$ cat src/rtl/cpu_ctl_pkg.sv
// cpu_ctl_pkg: state codes, opcodes and control-field encodings for the multicycle controller
package cpu_ctl_pkg;

    typedef logic [3:0] state_t;

    localparam state_t S_IDLE   = 4'd0;
    localparam state_t S_FETCH  = 4'd1;
    localparam state_t S_DECODE = 4'd2;
    localparam state_t S_EXEC_R = 4'd3;
    localparam state_t S_WB_R   = 4'd4;
    localparam state_t S_EXEC_I = 4'd5;
    localparam state_t S_WB_I   = 4'd6;
    localparam state_t S_ADDR   = 4'd7;
    localparam state_t S_MEM_RD = 4'd8;
    localparam state_t S_WB_MEM = 4'd9;
    localparam state_t S_MEM_WR = 4'd10;
    localparam state_t S_BRANCH = 4'd11;
    localparam state_t S_JUMP   = 4'd12;
    localparam state_t S_ERR    = 4'd13;

    localparam logic [5:0] OP_RTYPE = 6'b000000;
    localparam logic [5:0] OP_ADDI  = 6'b001000;
    localparam logic [5:0] OP_LW    = 6'b100011;
    localparam logic [5:0] OP_SW    = 6'b101011;
    localparam logic [5:0] OP_BEQ   = 6'b000100;
    localparam logic [5:0] OP_J     = 6'b000010;

    localparam logic [1:0] ALU_ADD   = 2'b00;
    localparam logic [1:0] ALU_SUB   = 2'b01;
    localparam logic [1:0] ALU_FUNCT = 2'b10;

    localparam logic [1:0] PC_SEQ    = 2'b00;
    localparam logic [1:0] PC_BRANCH = 2'b01;
    localparam logic [1:0] PC_JUMP   = 2'b10;

    // States that hold a RAM request open and are therefore watched by the wait timer
    function automatic logic is_mem_state(input state_t s);
        return s == S_FETCH || s == S_MEM_RD || s == S_MEM_WR;
    endfunction

endpackage

$ cat src/rtl/cpu_ctl_wait_timer.sv
// cpu_ctl_wait_timer: counts consecutive memory wait cycles and flags the one that reaches MEM_WAIT_MAX
module cpu_ctl_wait_timer #(
    parameter int MEM_WAIT_MAX = 15
) (
    input  logic clk,
    input  logic rst,
    input  logic clr,
    input  logic inc,
    output logic expire
);

    localparam int W = MEM_WAIT_MAX < 2 ? 1 : $clog2(MEM_WAIT_MAX + 1);

    logic [W-1:0] count;

    // Wait-cycle counter; cleared whenever no request is pending or the request completes
    always_ff @(posedge clk or posedge rst)
        if (rst)
            count <= '0;
        else if (clr)
            count <= '0;
        else if (inc)
            count <= count + W'(1);

    // The wait cycle that would make the count equal the limit is the expiring one;
    // a ready cycle never increments, so ready at that point always wins
    generate
        if (MEM_WAIT_MAX == 0) begin : g_off
            assign expire = 1'b0;
        end else begin : g_on
            assign expire = inc && count == W'(MEM_WAIT_MAX - 1);
        end
    endgenerate

endmodule

$ cat src/rtl/cpu_multicycle_ctl.sv
// cpu_multicycle_ctl: multicycle CPU control FSM with memory handshake, wait timeout and retire counter
// Optional illegal-opcode trap: define CPU_MULTICYCLE_CTL_ILLEGAL_TRAP_EN (otherwise unsupported opcodes are NOPs)
module cpu_multicycle_ctl
    import cpu_ctl_pkg::*;
#(
    parameter int MEM_WAIT_MAX = 15,
    parameter int RETIRE_W     = 32
) (
    input  logic                clk,
    input  logic                reset,
    input  logic [5:0]          Opcode,
    input  logic                Zero,
    input  logic                mem_ready,
    output logic                RegDst,
    output logic                ALUSrc,
    output logic [1:0]          ALUOp,
    output logic                RegWrite,
    output logic                MemtoReg,
    output logic                MemRead,
    output logic                MemWrite,
    output logic                IorD,
    output logic                IRWrite,
    output logic                PCWrite,
    output logic [1:0]          PCSrc,
    output logic                mem_err,
    output logic                illegal,
    output logic [RETIRE_W-1:0] retired
);

`ifdef CPU_MULTICYCLE_CTL_ILLEGAL_TRAP_EN
    localparam state_t UNSUP_NEXT = S_ERR;
`else
    localparam state_t UNSUP_NEXT = S_FETCH;
`endif

    state_t state, next;
    logic   mem_wait, expire;

    assign mem_wait = is_mem_state(state);

    cpu_ctl_wait_timer #(.MEM_WAIT_MAX(MEM_WAIT_MAX)) u_timer (
        .clk    (clk),
        .rst    (reset),
        .clr    (!mem_wait || mem_ready),
        .inc    (mem_wait && !mem_ready),
        .expire (expire)
    );

    // Next-state selection; memory states wait on mem_ready and fall into ERR on timeout
    always_comb begin
        next = state;
        case (state)
            S_IDLE:   next = S_FETCH;
            S_FETCH:  next = mem_ready ? S_DECODE : expire ? S_ERR : S_FETCH;
            S_DECODE: next = Opcode == OP_RTYPE ? S_EXEC_R :
                             Opcode == OP_ADDI  ? S_EXEC_I :
                             (Opcode == OP_LW || Opcode == OP_SW) ? S_ADDR :
                             Opcode == OP_BEQ   ? S_BRANCH :
                             Opcode == OP_J     ? S_JUMP : UNSUP_NEXT;
            S_EXEC_R: next = S_WB_R;
            S_WB_R:   next = S_FETCH;
            S_EXEC_I: next = S_WB_I;
            S_WB_I:   next = S_FETCH;
            S_ADDR:   next = Opcode == OP_SW ? S_MEM_WR : S_MEM_RD;
            S_MEM_RD: next = mem_ready ? S_WB_MEM : expire ? S_ERR : S_MEM_RD;
            S_WB_MEM: next = S_FETCH;
            S_MEM_WR: next = mem_ready ? S_FETCH : expire ? S_ERR : S_MEM_WR;
            S_BRANCH: next = S_FETCH;
            S_JUMP:   next = S_FETCH;
            S_ERR:    next = S_ERR;
            default:  next = S_IDLE;
        endcase
    end

    // State register
    always_ff @(posedge clk or posedge reset)
        if (reset)
            state <= S_IDLE;
        else
            state <= next;

    // Sticky timeout flag
    always_ff @(posedge clk or posedge reset)
        if (reset)
            mem_err <= 1'b0;
        else if (expire)
            mem_err <= 1'b1;

`ifdef CPU_MULTICYCLE_CTL_ILLEGAL_TRAP_EN
    // Sticky illegal flag: the only DECODE exit into ERR is an unsupported opcode
    always_ff @(posedge clk or posedge reset)
        if (reset)
            illegal <= 1'b0;
        else if (state == S_DECODE && next == S_ERR)
            illegal <= 1'b1;
`else
    assign illegal = 1'b0;
`endif

    // An instruction retires on every return to FETCH except the initial one out of IDLE
    always_ff @(posedge clk or posedge reset)
        if (reset)
            retired <= '0;
        else if (next == S_FETCH && state != S_FETCH && state != S_IDLE)
            retired <= retired + RETIRE_W'(1);

    // Moore control decode; only the FETCH strobes and the BRANCH PCWrite look at inputs
    always_comb begin
        RegDst   = 1'b0;
        ALUSrc   = 1'b0;
        ALUOp    = ALU_ADD;
        RegWrite = 1'b0;
        MemtoReg = 1'b0;
        MemRead  = 1'b0;
        MemWrite = 1'b0;
        IorD     = 1'b0;
        IRWrite  = 1'b0;
        PCWrite  = 1'b0;
        PCSrc    = PC_SEQ;
        case (state)
            S_FETCH: begin
                MemRead = 1'b1;
                IRWrite = mem_ready;
                PCWrite = mem_ready;
            end
            S_EXEC_R: ALUOp = ALU_FUNCT;
            S_WB_R: begin
                ALUOp    = ALU_FUNCT;
                RegWrite = 1'b1;
                RegDst   = 1'b1;
            end
            S_EXEC_I, S_ADDR: ALUSrc = 1'b1;
            S_WB_I: begin
                ALUSrc   = 1'b1;
                RegWrite = 1'b1;
            end
            S_MEM_RD: begin
                ALUSrc  = 1'b1;
                MemRead = 1'b1;
                IorD    = 1'b1;
            end
            S_WB_MEM: begin
                ALUSrc   = 1'b1;
                RegWrite = 1'b1;
                MemtoReg = 1'b1;
            end
            S_MEM_WR: begin
                ALUSrc   = 1'b1;
                MemWrite = 1'b1;
                IorD     = 1'b1;
            end
            S_BRANCH: begin
                ALUOp   = ALU_SUB;
                PCWrite = Zero;
                PCSrc   = PC_BRANCH;
            end
            S_JUMP: begin
                PCWrite = 1'b1;
                PCSrc   = PC_JUMP;
            end
            default: ;
        endcase
    end

endmodule

$ cat config.mk
export PLATFORM = sky130hd
export DESIGN_NAME = cpu_multicycle_ctl
export DESIGN_NICKNAME = d
export VERILOG_FILES = /design/src/rtl/cpu_ctl_pkg.sv /design/src/rtl/cpu_ctl_wait_timer.sv /design/src/rtl/cpu_multicycle_ctl.sv
export SDC_FILE = /design/constraint.sdc
export NUM_CORES = 1
export LEC_CHECK = 0
export CORE_MARGIN = 2
export CORE_UTILIZATION = 51
export CTS_BUF_LIST = sky130_fd_sc_hd__clkbuf_4
export CTS_CLUSTER_DIAMETER = 80
export DETAILED_ROUTE_END_ITERATION = 10
export PLACE_DENSITY = 0.82
export SYNTH_ARGS = -nofsm -noshare
export SYNTH_HDL_FRONTEND = slang
export SYNTH_SLANG_ARGS = --single-unit
$ cat constraint.sdc
create_clock -name clk -period 2.8 [get_ports clk]
set_input_delay 0.42 -clock clk [delete_from_list [all_inputs] [get_ports clk]]
set_output_delay 0.42 -clock clk [all_outputs]
set_load 0.01 [all_outputs]
# Yosys cells after proc, flatten, opt, wreduce, memory -nomap -nowiden
# Index checks and enable logic that the tools add are counted.
word_totals:
  inputBits: 10
  reg_bits: 41
  output_inout_bits: 47
  word_cells: 73
op_classes:
  n_reduce_logical: 20
  n_addsub: 2
  muxes: 26
  eq_ne: 21
op_table:
  columns: ["cell", "count"]
  rows:
  - ["4-bit two-way mux", 10]
  - ["4-bit one-hot mux with 9 select lines", 1]
  - ["32-bit by 1-bit adder with 32-bit output (second input constant)", 1]
  - ["4-bit == test (second input constant)", 7]
  - ["4-bit by 3-bit == test with 1-bit output (second input constant)", 4]
  - ["6-bit == test (second input constant)", 2]
  - ["6-bit OR reduction", 2]
  - ["3-bit two-way mux", 3]
  - ["4-bit by 1-bit == test with 1-bit output (second input constant)", 2]
  - ["4-bit by 2-bit == test with 1-bit output (second input constant)", 2]
  - ["1-bit two-way mux", 8]
  - ["2-bit one-hot mux with 2 select lines", 2]
  - ["6-bit by 2-bit == test with 1-bit output (second input constant)", 1]
  - ["6-bit by 3-bit == test with 1-bit output (second input constant)", 1]
  - ["6-bit by 4-bit == test with 1-bit output (second input constant)", 1]
  - ["6-bit logical NOT", 1]
  - ["2-bit OR reduction", 3]
  - ["4-bit by 1-bit adder with 4-bit output (second input constant)", 1]
  - ["1-bit logical AND", 4]
  - ["4-bit logical NOT", 1]
  - ["1-bit logical OR", 4]
  - ["4-bit by 1-bit inequality test with 1-bit output (second input constant)", 1]
  - ["4-bit nonzero test", 1]
  - ["1-bit one-hot mux with 3 select lines", 1]
  - ["other kinds (4)", 5]

# Logic depth before layout (Yosys ltp)
# Gate-level depths: netlist of run 1.
logic_depth:
  ltp_word: 11
  mapped_depth: 9

# Hierarchy
# From an unflattened synthesis of run 1, not the netlist that was laid out.
hier_totals:
  hier_cells: 250
  area_unflattened_um2: 2441.1
modules_own_cells:
  columns: ["mod", "cells_each", "area_each_um2", "instances"]
  rows:
  - ["cpu_multicycle_ctl", 229, 2214.6, 1]
  - ["cpu_ctl_wait_timer", 21, 226.5, 1]

# Worst setup path after synthesis of run 1
# OpenSTA, ideal clock, no wires.
synth_timing:
  path_kind: "reg-to-reg"
  from: "register state[1]"
  to: "register retired[27]"
  t_arrival_ps: 1994
  t_required_ps: 2720
  setup_slack_ps: 726
  stages_incl_launch_ff: 9
  path_buffers: 2
  setup_ps: 80
  period_less_slack_ps: 2074
  cell_sequence: "dfrtp_1 > buf_6 > or3b_1 > a2111o_1 > o211a_2 > and4b_4 > buf_6 > nand4_1 > xnor2_1"
synth_via:
  elab_chain_len: 11
  word_cells_on_any_way: 31
  classes_between: "eq/ne: 15; mux: 7; reduce/logical: 9"
synth_lines:
  columns: ["item", "line_no", "source"]
  rows:
  - ["start: declaration", "cpu_multicycle_ctl.sv:36", "state_t state, next;"]
  - ["start signal: assignment", "cpu_multicycle_ctl.sv:80", "state <= next;"]
  - ["4-bit by 1-bit == test with 1-bit output / 4-bit == test (equally long branches)", "cpu_ctl_pkg.sv:38, cpu_multicycle_ctl.sv:52", null]
  - ["1-bit logical OR (2 in series)", "cpu_ctl_pkg.sv:38", "return s == S_FETCH || s == S_MEM_RD || s == S_MEM_WR;"]
  - ["1-bit logical AND", "cpu_multicycle_ctl.sv:45", ".inc (mem_wait && !mem_ready),"]
  - ["1-bit logical AND", "cpu_ctl_wait_timer.sv:31", "assign expire = inc && count == W'(MEM_WAIT_MAX - 1);"]
  - ["3-bit two-way mux (tied with other cells)", "cpu_multicycle_ctl.sv:67", "S_MEM_WR: next = mem_ready ? S_FETCH : expire ? S_ERR : S_MEM_WR;"]
  - ["4-bit two-way mux (tied with other cells)", "cpu_multicycle_ctl.sv:67", null]
  - ["4-bit one-hot mux with 9 select lines", "cpu_multicycle_ctl.sv:52", "case (state)"]
  - ["4-bit by 1-bit == test with 1-bit output", "cpu_multicycle_ctl.sv:104", "else if (next == S_FETCH && state != S_FETCH && state != S_IDLE)"]
  - ["1-bit logical AND", "cpu_multicycle_ctl.sv:104", null]
  - ["1-bit logical AND *", "cpu_multicycle_ctl.sv:104", null]
  - ["end signal: assignment", "cpu_multicycle_ctl.sv:105", "retired <= retired + RETIRE_W'(1);"]
  - ["end: declaration", "cpu_multicycle_ctl.sv:27", "output logic [RETIRE_W-1:0] retired"]
# Mark *: on every way between the ends. The rest lies on a longest branch, timed or not.
# A chain may end at the register's enable or synchronous reset.

# Final worst setup path of run 1
layout_timing:
  from: "register state[0]"
  to: "output PCWrite"
layout_via:
  elab_chain_len: 2
  word_cells_on_any_way: 4
  classes_between: "eq/ne: 3; mux: 1"
layout_lines:
  columns: ["item", "line_no", "source"]
  rows:
  - ["4-bit == test / 4-bit by 1-bit == test with 1-bit output (equally long branches)", "cpu_multicycle_ctl.sv:120", "case (state)"]
  - ["1-bit one-hot mux with 3 select lines *", "cpu_multicycle_ctl.sv:120", null]
  - ["end: declaration", "cpu_multicycle_ctl.sv:23", "output logic PCWrite,"]
# Marked as above.

==> impl_results.md, run 1 <==
* CTS resizes at 0
* H-tree levels at 2
* Seq/Total Area, Yosys at 43.57%
* Switching share of power at 36.97%
* Post-route DRC at 0
* Tot GR Track Use at 20.48%
* GRT Residual Overflow at 0
* Detailed-route wire length at 5058 µm
* Gp weighted congestion at 0.7963
* Starting Density at 53.34%
* Hold bufs inserted after CTS at 0
* Worst VDD drop at 502.3 µV
* Final Hold Fails at 0
* Post-synth EDFFs at 0
* IO buf count at 55
* Post-synth top cells: 41 x dfrtp_1, 23 x nor2_1, 22 x xnor2_1, 19 x nand2_1, 15 x xor2_1
* Synth warn at 0
* Syn Std Cell Area at 2355 µm²
* Initial antenna violation count at 0
* Clock buffer count from CTS at 5
* Vias per std cell at 5.665
* Slew HR at 65.52%
* I/O Pins at 57
* CTS Root Cell: clkbuf_4
* Post-synth cell types at 52
* Post-synthesis area per instance at 10.02 µm²
* Cell accounting for the most synthesized area: dfrtp_1
* Diode count at 0
* Core Region at 4414 µm²
* Yosys reg bits at 41
* Reg-to-reg slack, setup at 270 ps
* Crit end category: output pin
* First-pass detailed-route iteration total at 4
* Synth area leaders: dfrtp_1 44%, xnor2_1 8.2%, xor2_1 5.6%, nor2_1 3.7%, nand4_1 3.2%
* Area Overhead vs Synth at 29.12%
* Final period utilization at 95.36%
* WS Path Type: register to output pin
* Antenna viol nets, final at 0
* Area of the multi-input gates at 1241 µm²
* Die X at 71.95 µm
* Worst Max-Slew Pin Slew at 513.2 ps
* Fmax at 374.5 MHz
* Most common cell in the netlist: dfrtp_1
* Worst hold path class: register to register
* Psw at 743.5 µW
* Slew Limit Fails at 0
* Setup Skew at 6.445 ps
* Leak pwr at 1.279 nW
* Tot Pwr at 2.011 mW
* Net Count, Synth at 248
* CP startpoint kind: register
* DP Wirelength at 3689 µm
* Vias in the first global route at 1771
* Critical path arrival at 2250 ps
* Status: completed
* Max-cap violations at 0
* Final Non-Filler Cells at 349
* Post-CTS Setup Repair Bufs at 0
* Combinational fraction of design power at 40.0%
* Synth async-reset ratio at 100.0%
* Clk sink count at 41
* Largest net degree at the start of global routing at 42
* Die H at 71.95 µm
* Row cnt at 24
* Minimum clock period at 2670 ps
* Die area at 5177 µm²
* Internal power at 1.267 mW
* Clk pin slew, worst setup/hold paths at 120 ps
* Max clock buf depth at 2
* Crit path required time at 2380 ps
* Share of cells above drive strength 1 at 10.77%
* Seq pwr share at 41.0%
* Main synth FF type: dfrtp_1
* Final setup fails at 0
* PwrDens at 661.4 nW/µm²
* Share of the synthesized area in the top cell type at 43.57%
* Setup TNS Final at 0 ps
* Via count at 1977
* Initial detailed-routing violation count at 124
* RSZ-0062 raised after global routing: false
* First-pass GRT wire length at 8349 µm
* Gate count of the mapped netlist at 235
* Cell count after placement at 341
* Worst skew pair latency at 340 ps
* Final core utilization at 68.88%
* # fillers at 335
* Drt wl/cell at 14.49 µm
* Layout Nets at 309
* CTS tree: built
* Clock Power Share at 19.0%
* Storage cell area at 1026 µm²
* Worst-path fanout max at 17
[cell usage in the layout, fill, tap and decap left out, types with 2 or more instances in the layout]
cell / netlist / layout
o21ai_0: 2 / 2
nor3_1: 6 / 6
clkbuf_4: 0 / 6
nand3_1: 14 / 14
and2_1: 3 / 3
nor4b_1: 3 / 3
xor2_1: 15 / 15
a211oi_1: 2 / 2
and3_1: 4 / 4
xnor2_1: 22 / 22
clkdlybuf4s50_1: 0 / 55
buf_4: 2 / 7
nor2b_1: 2 / 2
nor3b_1: 3 / 3
o211ai_1: 2 / 2
nor2_1: 23 / 23
nand2b_1: 6 / 6
nand2_1: 19 / 19
dfrtp_1: 41 / 41
inv_1: 7 / 7
ha_1: 3 / 3
nor4_1: 4 / 4
nand4_1: 12 / 12
nor3_2: 7 / 7
[kinds of logic (layout without fill, tap and decap cells)]
kind of cell               count (synthesis)  after routing  synth area share, %
buffers and inverters                     15             77                3.719
adders and majority gates                  3              3                1.594
AOI/OAI and AO/OA                         17             17                5.739
other                                      1              1               0.1593
DFF                                       41             41                43.57
and+or+nand+nor                          121            121                31.46
xor gates and xnor gates                  37             37                13.76
[power by group through the flow]
| stage | Combinational [mW] | Sequential [mW] | Clock [mW] |
|---|---|---|---|
| 6_report | 0.805 | 0.824 | 0.382 |
| 4_1_cts | 0.812 | 0.822 | 0.390 |
| 3_5_place_dp | 0.808 | 0.831 | 0 |
| 5_1_grt | 0.880 | 0.845 | 0.418 |
| 3_3_place_gp | 0.798 | 0.830 | 0 |
| 2_1_floorplan | 0.604 | 0.775 | 0 |
[worst max-delay path: stages, from the launching register on]
cell and delay, ps:
dfrtp_1 670, nor4b_1 400, and2_1 210, a211o_1 100
clkdlybuf4s50_1 520
[worst paths after layout]
check | cells after the start | startpoint | to
max in group asynchronous | 3 | reset | retired[23]
worst max-delay path | 4 | state[0] | PCWrite
worst min-delay path | 1 | mem_err | mem_err
worst min register to register | 1 | mem_err | mem_err
min in group asynchronous | 3 | reset | retired[2]
worst max register to register | 8 | state[3] | retired[9]
[flip-flops by register name, indices dropped and copies added, names as in the netlist]
signal,count
retired,32
state,4
u_timer.count,4
mem_err,1
[cell type report]
class                           count  share of cell area [%]
Inverter                            7                  0.8642
Clock buffer                        6                   1.481
Multi-Input combinational cell    179                   40.82
Clock inverter                      2                   1.111
Tap cell                           52                   2.140
Timing Repair Buffer               62                   19.84
Sequential cell                    41                   33.74
[layer usage]
layer / part of all wire [%] / vias to the layer above / routed length (µm) / global-route usage (%)
met3: 6.2 / 4 / 315 / 4.861
met2: 46 / 61 / 2324 / 31.48
li1: - / 956 / - / -
met5: 0 / - / 0 / 0
met1: 47 / 956 / 2374 / 29.65
met4: 0.83 / 0 / 42 / 5.031
[metrics by stage]
step / area, µm² / hold slack (ps) / setup slack, ps
3_5_place_dp: 2962 / 457.4 / 68.49
2_1_floorplan: 2355 / 453.0 / 726.2
4_1_cts: 3040 / 487.7 / 131.9
5_1_grt: 3040 / 510.4 / 25.03
3_3_place_gp: 2962 / 455.9 / 149.3
6_report: 3040 / 480.8 / 129.8
(Power assumes the default switching activity.)
==> run 2, diff against run 1 <==
Settings changed: ABC_CLOCK_PERIOD_IN_PS from default to 2800, GPL_TIMING_DRIVEN from default to 0.
==> impl_results.md, run 2 (synthesis gave the netlist of run 1 again) <==
* Max FFs per register at 32 (unchanged)
* Worst-path fanout max at 10 (-7)
* Gp weighted congestion at 0.8240 (+3.5%)
* Final Hold Fails at 0 (unchanged)
* DP Wirelength at 3742 µm (+1.4%)
* Detailed-route wire length at 5130 µm (+1.4%)
* Area post-placement at 2970 µm² (+0.30%)
* Setup TNS Final at 0 ps (unchanged)
* Final setup fails at 0 (unchanged)
* Initial antenna violation count at 0 (unchanged)
* Final setup margin at 240.0 ps (+110.1 ps)
* Status: completed
* CP max stage cell: clkdlybuf4s50_1
* Clk sink count at 41 (unchanged)
* Met2 routed WL at 2289 µm (-1.5%)
* CP startpoint kind: register
* Area Overhead vs Synth at 28.27%
* Vias per std cell at 5.567 (-1.7%)
* Clock buffer count from CTS at 5 (unchanged)
* Fmax at 390.6 MHz (+4.3%)
* Via count at 1943 (-1.7%)
* Minimum clock period at 2560 ps (-110.1 ps)
* Top sig layer: met4
* Die X at 71.95 µm (unchanged)
* Slew HR at 45.28% (-20 points)
* GRT Residual Overflow at 0 (unchanged)
* Slowest cell delay on critical path at 540 ps (-130 ps)
* Min Hold Slack at 482.6 ps (+1.817 ps)
* I/O Pins at 57 (unchanged)
* Critical path arrival at 2140 ps (-110 ps)
* RSZ-0062 raised after global routing: false
* Detail Route met3 WL at 312 µm (-0.95%)
* Final core utilization at 68.42% (-0.45 points)
* First-pass detailed-route iteration total at 4 (unchanged)
* Worst VDD drop at 570.4 µV (+14%)
* CTS tree: built
* Clk pin slew, worst setup/hold paths at 120 ps (about the same)
* Worst hold path class: register to register
* Worst Max-Slew Pin Slew at 819.6 ps (+306.4 ps)
* Worst skew pair latency at 350 ps (about the same)
* Vias in the first global route at 1808 (+2.1%)
* Die area at 5177 µm² (unchanged)
* Core Region at 4414 µm² (unchanged)
* IO buf count at 55 (unchanged)
* Final period utilization at 91.43% (-3.9 points)
* Max clock buf depth at 2 (unchanged)
* Drt wl/cell at 14.70 µm (+1.4%)
* Antenna viol nets, final at 0 (unchanged)
* Design area at 3020 µm² (-0.66%)
* Slew Limit Fails at 0 (unchanged)
* Starting Density at 53.34% (unchanged)
* Biggest regs: retired x32, state x4, u_timer.count x4
* Largest net degree at the start of global routing at 42 (unchanged)
* Crit end category: output pin
* Cells along the critical path: clkbuf_2 > inv_1 > nor3b_1 > a21oi_1 > nor2_1 > clkdlybuf4s50_1
* WS Path Type: register to output pin
* Tot GR Track Use at 21.35% (+0.86 points)
* Share of cells above drive strength 1 at 10.77% (unchanged)
* Diode count at 0 (unchanged)
* Initial detailed-routing violation count at 108 (-13%)
* H-tree levels at 2 (unchanged)
* Leak pwr at 1.269 nW (-0.77%)
* Post-route DRC at 0 (unchanged)
* Most frequent cells in the layout: 55 x clkdlybuf4s50_1, 41 x dfrtp_1, 23 x nor2_1
* Die H at 71.95 µm (unchanged)
* PwrDens at 655.4 nW/µm² (-0.91%)
* Max-cap violations at 0 (unchanged)
* Cell count after placement at 342 (+0.29%)
* CTS Root Cell: clkbuf_4
* Tot Pwr at 1.980 mW (-1.6%)
* Layout Nets at 310 (+0.32%)
* WL met1 at 2466 µm (+3.9%)
* Final Non-Filler Cells at 349 (unchanged)
* Setup Skew at 16.73 ps (+10.28 ps)
* Row cnt at 24 (unchanged)
* Crit path required time at 2380 ps (about the same)
* Post-CTS Setup Repair Bufs at 0 (unchanged)
* Top reg by flops: retired
* Commonest non-fill, non-tap cell in the layout: clkdlybuf4s50_1
* First-pass GRT wire length at 8645 µm (+3.5%)
* Dpl ws at 126.9 ps (+58.46 ps)
[run 2: repair_timing]
item,in CTS,in global routing
endpoints found under the setup margin,0,1
gates resized for setup,0,2
hold buffers,0,0
[run 2: path summary, 6_finish.rpt]
kind,cells past startpoint,startpoint,slack [ps],end
worst min register to register,1,mem_err,480,mem_err
worst max-delay path,6,state[0],240,ALUOp[1]
worst min-delay path,1,mem_err,480,mem_err
min in group asynchronous,2,reset,540,retired[14]
worst max register to register,6,retired[2],480,retired[29]
max in group asynchronous,2,reset,1730,mem_err
[run 2: power breakdown]
part	switching, mW	total [mW]	internal [mW]
Clock	0.178	0.279	0.101
Sequential	0.0979	0.764	0.667
Combinational	0.482	0.936	0.454
Total	0.758	1.98	1.22
[run 2: metal layers]
metal,vias to the layer above,GRT usage (%)
li1,957,-
met1,923,32.08
met2,56,31.17
met3,7,4.444
met4,0,6.709
met5,-,0
[run 2: layout make-up]
cell class / instances / area [µm²]
buffer: 8 / 62.56
sequential: 41 / 1026
fill: 359 / 1394
multi-input combinational: 179 / 1241
clock inverter: 1 / 3.754
inverter: 7 / 26.28
clock buffer: 6 / 45.04
timing repair buffer: 55 / 550.5
tap: 52 / 65.06
[run 2: critical path, delay by kind of cell, from the launching register on]
family / cells / cell delay, ps
AOI/OAI and AO/OA: 1 / 60
buffers and inverters: 3 / 920
DFF: 1 / 470
and+or+nand+nor: 2 / 320
==> run 3, diff against run 2 <==
Settings changed: CELL_PAD_IN_SITES_DETAIL_PLACEMENT from default to 1, CELL_PAD_IN_SITES_GLOBAL_PLACEMENT from default to 1, CORE_UTILIZATION 51 to 38, CTS_BUF_LIST sky130_fd_sc_hd__clkbuf_4 to default, PLACE_DENSITY 0.82 to default, PLACE_DENSITY_LB_ADDON from default to 0.1.
==> impl_results.md, run 3 (synthesis gave the netlist of run 1 again) <==
* Commonest non-fill, non-tap cell in the layout: clkdlybuf4s50_1
* Slew HR at 39.89% (-5.4 points)
* Antenna viol nets, final at 0 (unchanged)
* Final setup margin at 280.6 ps (+40.60 ps)
* Area Overhead vs Synth at 32.52%
* Final Hold Fails at 0 (unchanged)
* Worst-path fanout max at 10 (unchanged)
* Max-cap violations at 0 (unchanged)
* Critical path arrival at 2100 ps (-40 ps)
* Detailed-route wire length at 6063 µm (+18%)
* Drt wl/cell at 16.25 µm (+11%)
* GRT Residual Overflow at 0 (unchanged)
* Final setup fails at 0 (unchanged)
* Most frequent cells in the layout: 55 x clkdlybuf4s50_1, 41 x dfrtp_1, 23 x nor2_1
* Setup TNS Final at 0 ps (unchanged)
* Status: completed
* Post-route DRC at 0 (unchanged)
* Leak pwr at 1.297 nW (+2.2%)
* CP startpoint kind: register
* Row cnt at 28 (+17%)
* Clk sink count at 41 (unchanged)
* H-tree levels at 2 (unchanged)
* Initial antenna violation count at 0 (unchanged)
* Crit path required time at 2380 ps (about the same)
* Top reg by flops: retired
* Slew Limit Fails at 0 (unchanged)
* RSZ-0062 raised after global routing: false
* IO buf count at 55 (unchanged)
* Setup Skew at 5.982 ps (-10.74 ps)
* Worst skew pair latency at 300 ps (-50 ps)
* Worst hold path class: register to register
* Diode count at 0 (unchanged)
* CP max stage cell: clkdlybuf4s50_1
* Cells along the critical path: buf_6 > clkbuf_1 > nor2_1 > and3_1 > a211o_1 > clkdlybuf4s50_1
* First-pass GRT wire length at 10070 µm (+17%)
* Share of cells above drive strength 1 at 11.41% (+0.63 points)
* CTS tree: built
* PwrDens at 721.2 nW/µm² (+10%)
* Core Region at 5956 µm² (+35%)
* Vias in the first global route at 2008 (+11%)
* Biggest regs: retired x32, state x4, u_timer.count x4
* Starting Density at 39.54% (-14 points)
* Initial detailed-routing violation count at 79 (-27%)
* Gp weighted congestion at 0.7881 (-4.4%)
* I/O Pins at 57 (unchanged)
* Worst Max-Slew Pin Slew at 894.7 ps (+75.17 ps)
* Max FFs per register at 32 (unchanged)
* Via count at 1982 (+2.0%)
* Die H at 82.72 µm (+15%)
* Vias per std cell at 5.314 (-4.6%)
* DP Wirelength at 4264 µm (+14%)
* First-pass detailed-route iteration total at 4 (unchanged)
* Slowest cell delay on critical path at 480 ps (-60 ps)
* Worst VDD drop at 380.6 µV (-33%)
* CTS Root Cell: clkbuf_8
* Dpl ws at 47.22 ps (-79.73 ps)
* Largest net degree at the start of global routing at 42 (unchanged)
* Die X at 82.72 µm (+15%)
* Final period utilization at 89.98% (-1.5 points)
* Layout Nets at 310 (unchanged)
* Tot GR Track Use at 19.21% (-2.1 points)
* Clk pin slew, worst setup/hold paths at 80 ps (-40 ps)
* Clock buffer count from CTS at 5 (unchanged)
* Max clock buf depth at 2 (unchanged)
* Die area at 6843 µm² (+32%)
* Crit end category: output pin
* Fmax at 396.9 MHz (+1.6%)
* WS Path Type: register to output pin
* Minimum clock period at 2519 ps (-40.60 ps)
[run 3: worst max-delay path: cells and delay by family (launching register included)]
| family | cells | cell delay [ps] |
|---|---|---|
| buffers and inverters | 3 | 930 |
| AOI/OAI and AO/OA | 1 | 220 |
| and+or+nand+nor | 2 | 310 |
| DFF | 1 | 350 |
[run 3: repair_timing]
action	in CTS	in global routing
resized for setup	0	2
setup buffers	0	0
endpoints found under the setup margin	0	1
hold buffers	0	0
[run 3: routing by layer]
layer	vias up	GRT usage, %	part of all wire [%]
li1	949	-	-
met1	986	27.96	50
met2	40	29.60	46
met3	7	2.935	3.2
met4	0	5.410	1.1
met5	-	0	0
[run 3: worst paths after layout]
path / from / end / slack [ps] / depth (start not counted)
max: state[1] / PCWrite / 280 / 6
min: mem_err / mem_err / 470 / 1
max reg2reg: retired[1] / retired[25] / 430 / 6
min reg2reg: mem_err / mem_err / 470 / 1
max in group asynchronous: reset / retired[7] / 1630 / 2
min in group asynchronous: reset / retired[31] / 620 / 2
[run 3: layout make-up]
type / count / area, µm²
Fill cell: 690 / 2835
Sequential cell: 41 / 1026
Multi-Input combinational cell: 179 / 1241
Clock inverter: 2 / 37.54
Clock buffer: 6 / 82.58
Inverter: 7 / 26.28
Buffer: 8 / 62.56
Tap cell: 75 / 93.84
Timing Repair Buffer: 55 / 550.5
[run 3: through the flow]
step	std cells	hold slack (ps)	util, %	total power [mW]	instance area (µm²)
floorplan	235	453.0	-	1.380	2355
global placement	365	451.2	50.36	1.732	2999
global route	373	495.2	52.40	2.392	3120
detailed placement	365	458.8	50.36	1.744	2999
CTS	373	479.1	52.37	2.268	3119
finish	373	474.0	52.40	2.250	3120
[run 3: power breakdown]
group          total [mW]  switching, mW  leakage (nW)  internal (mW)
clock               0.516          0.226        0.0574          0.290
combinational       0.965          0.510         0.697          0.455
sequential          0.770          0.103         0.543          0.667
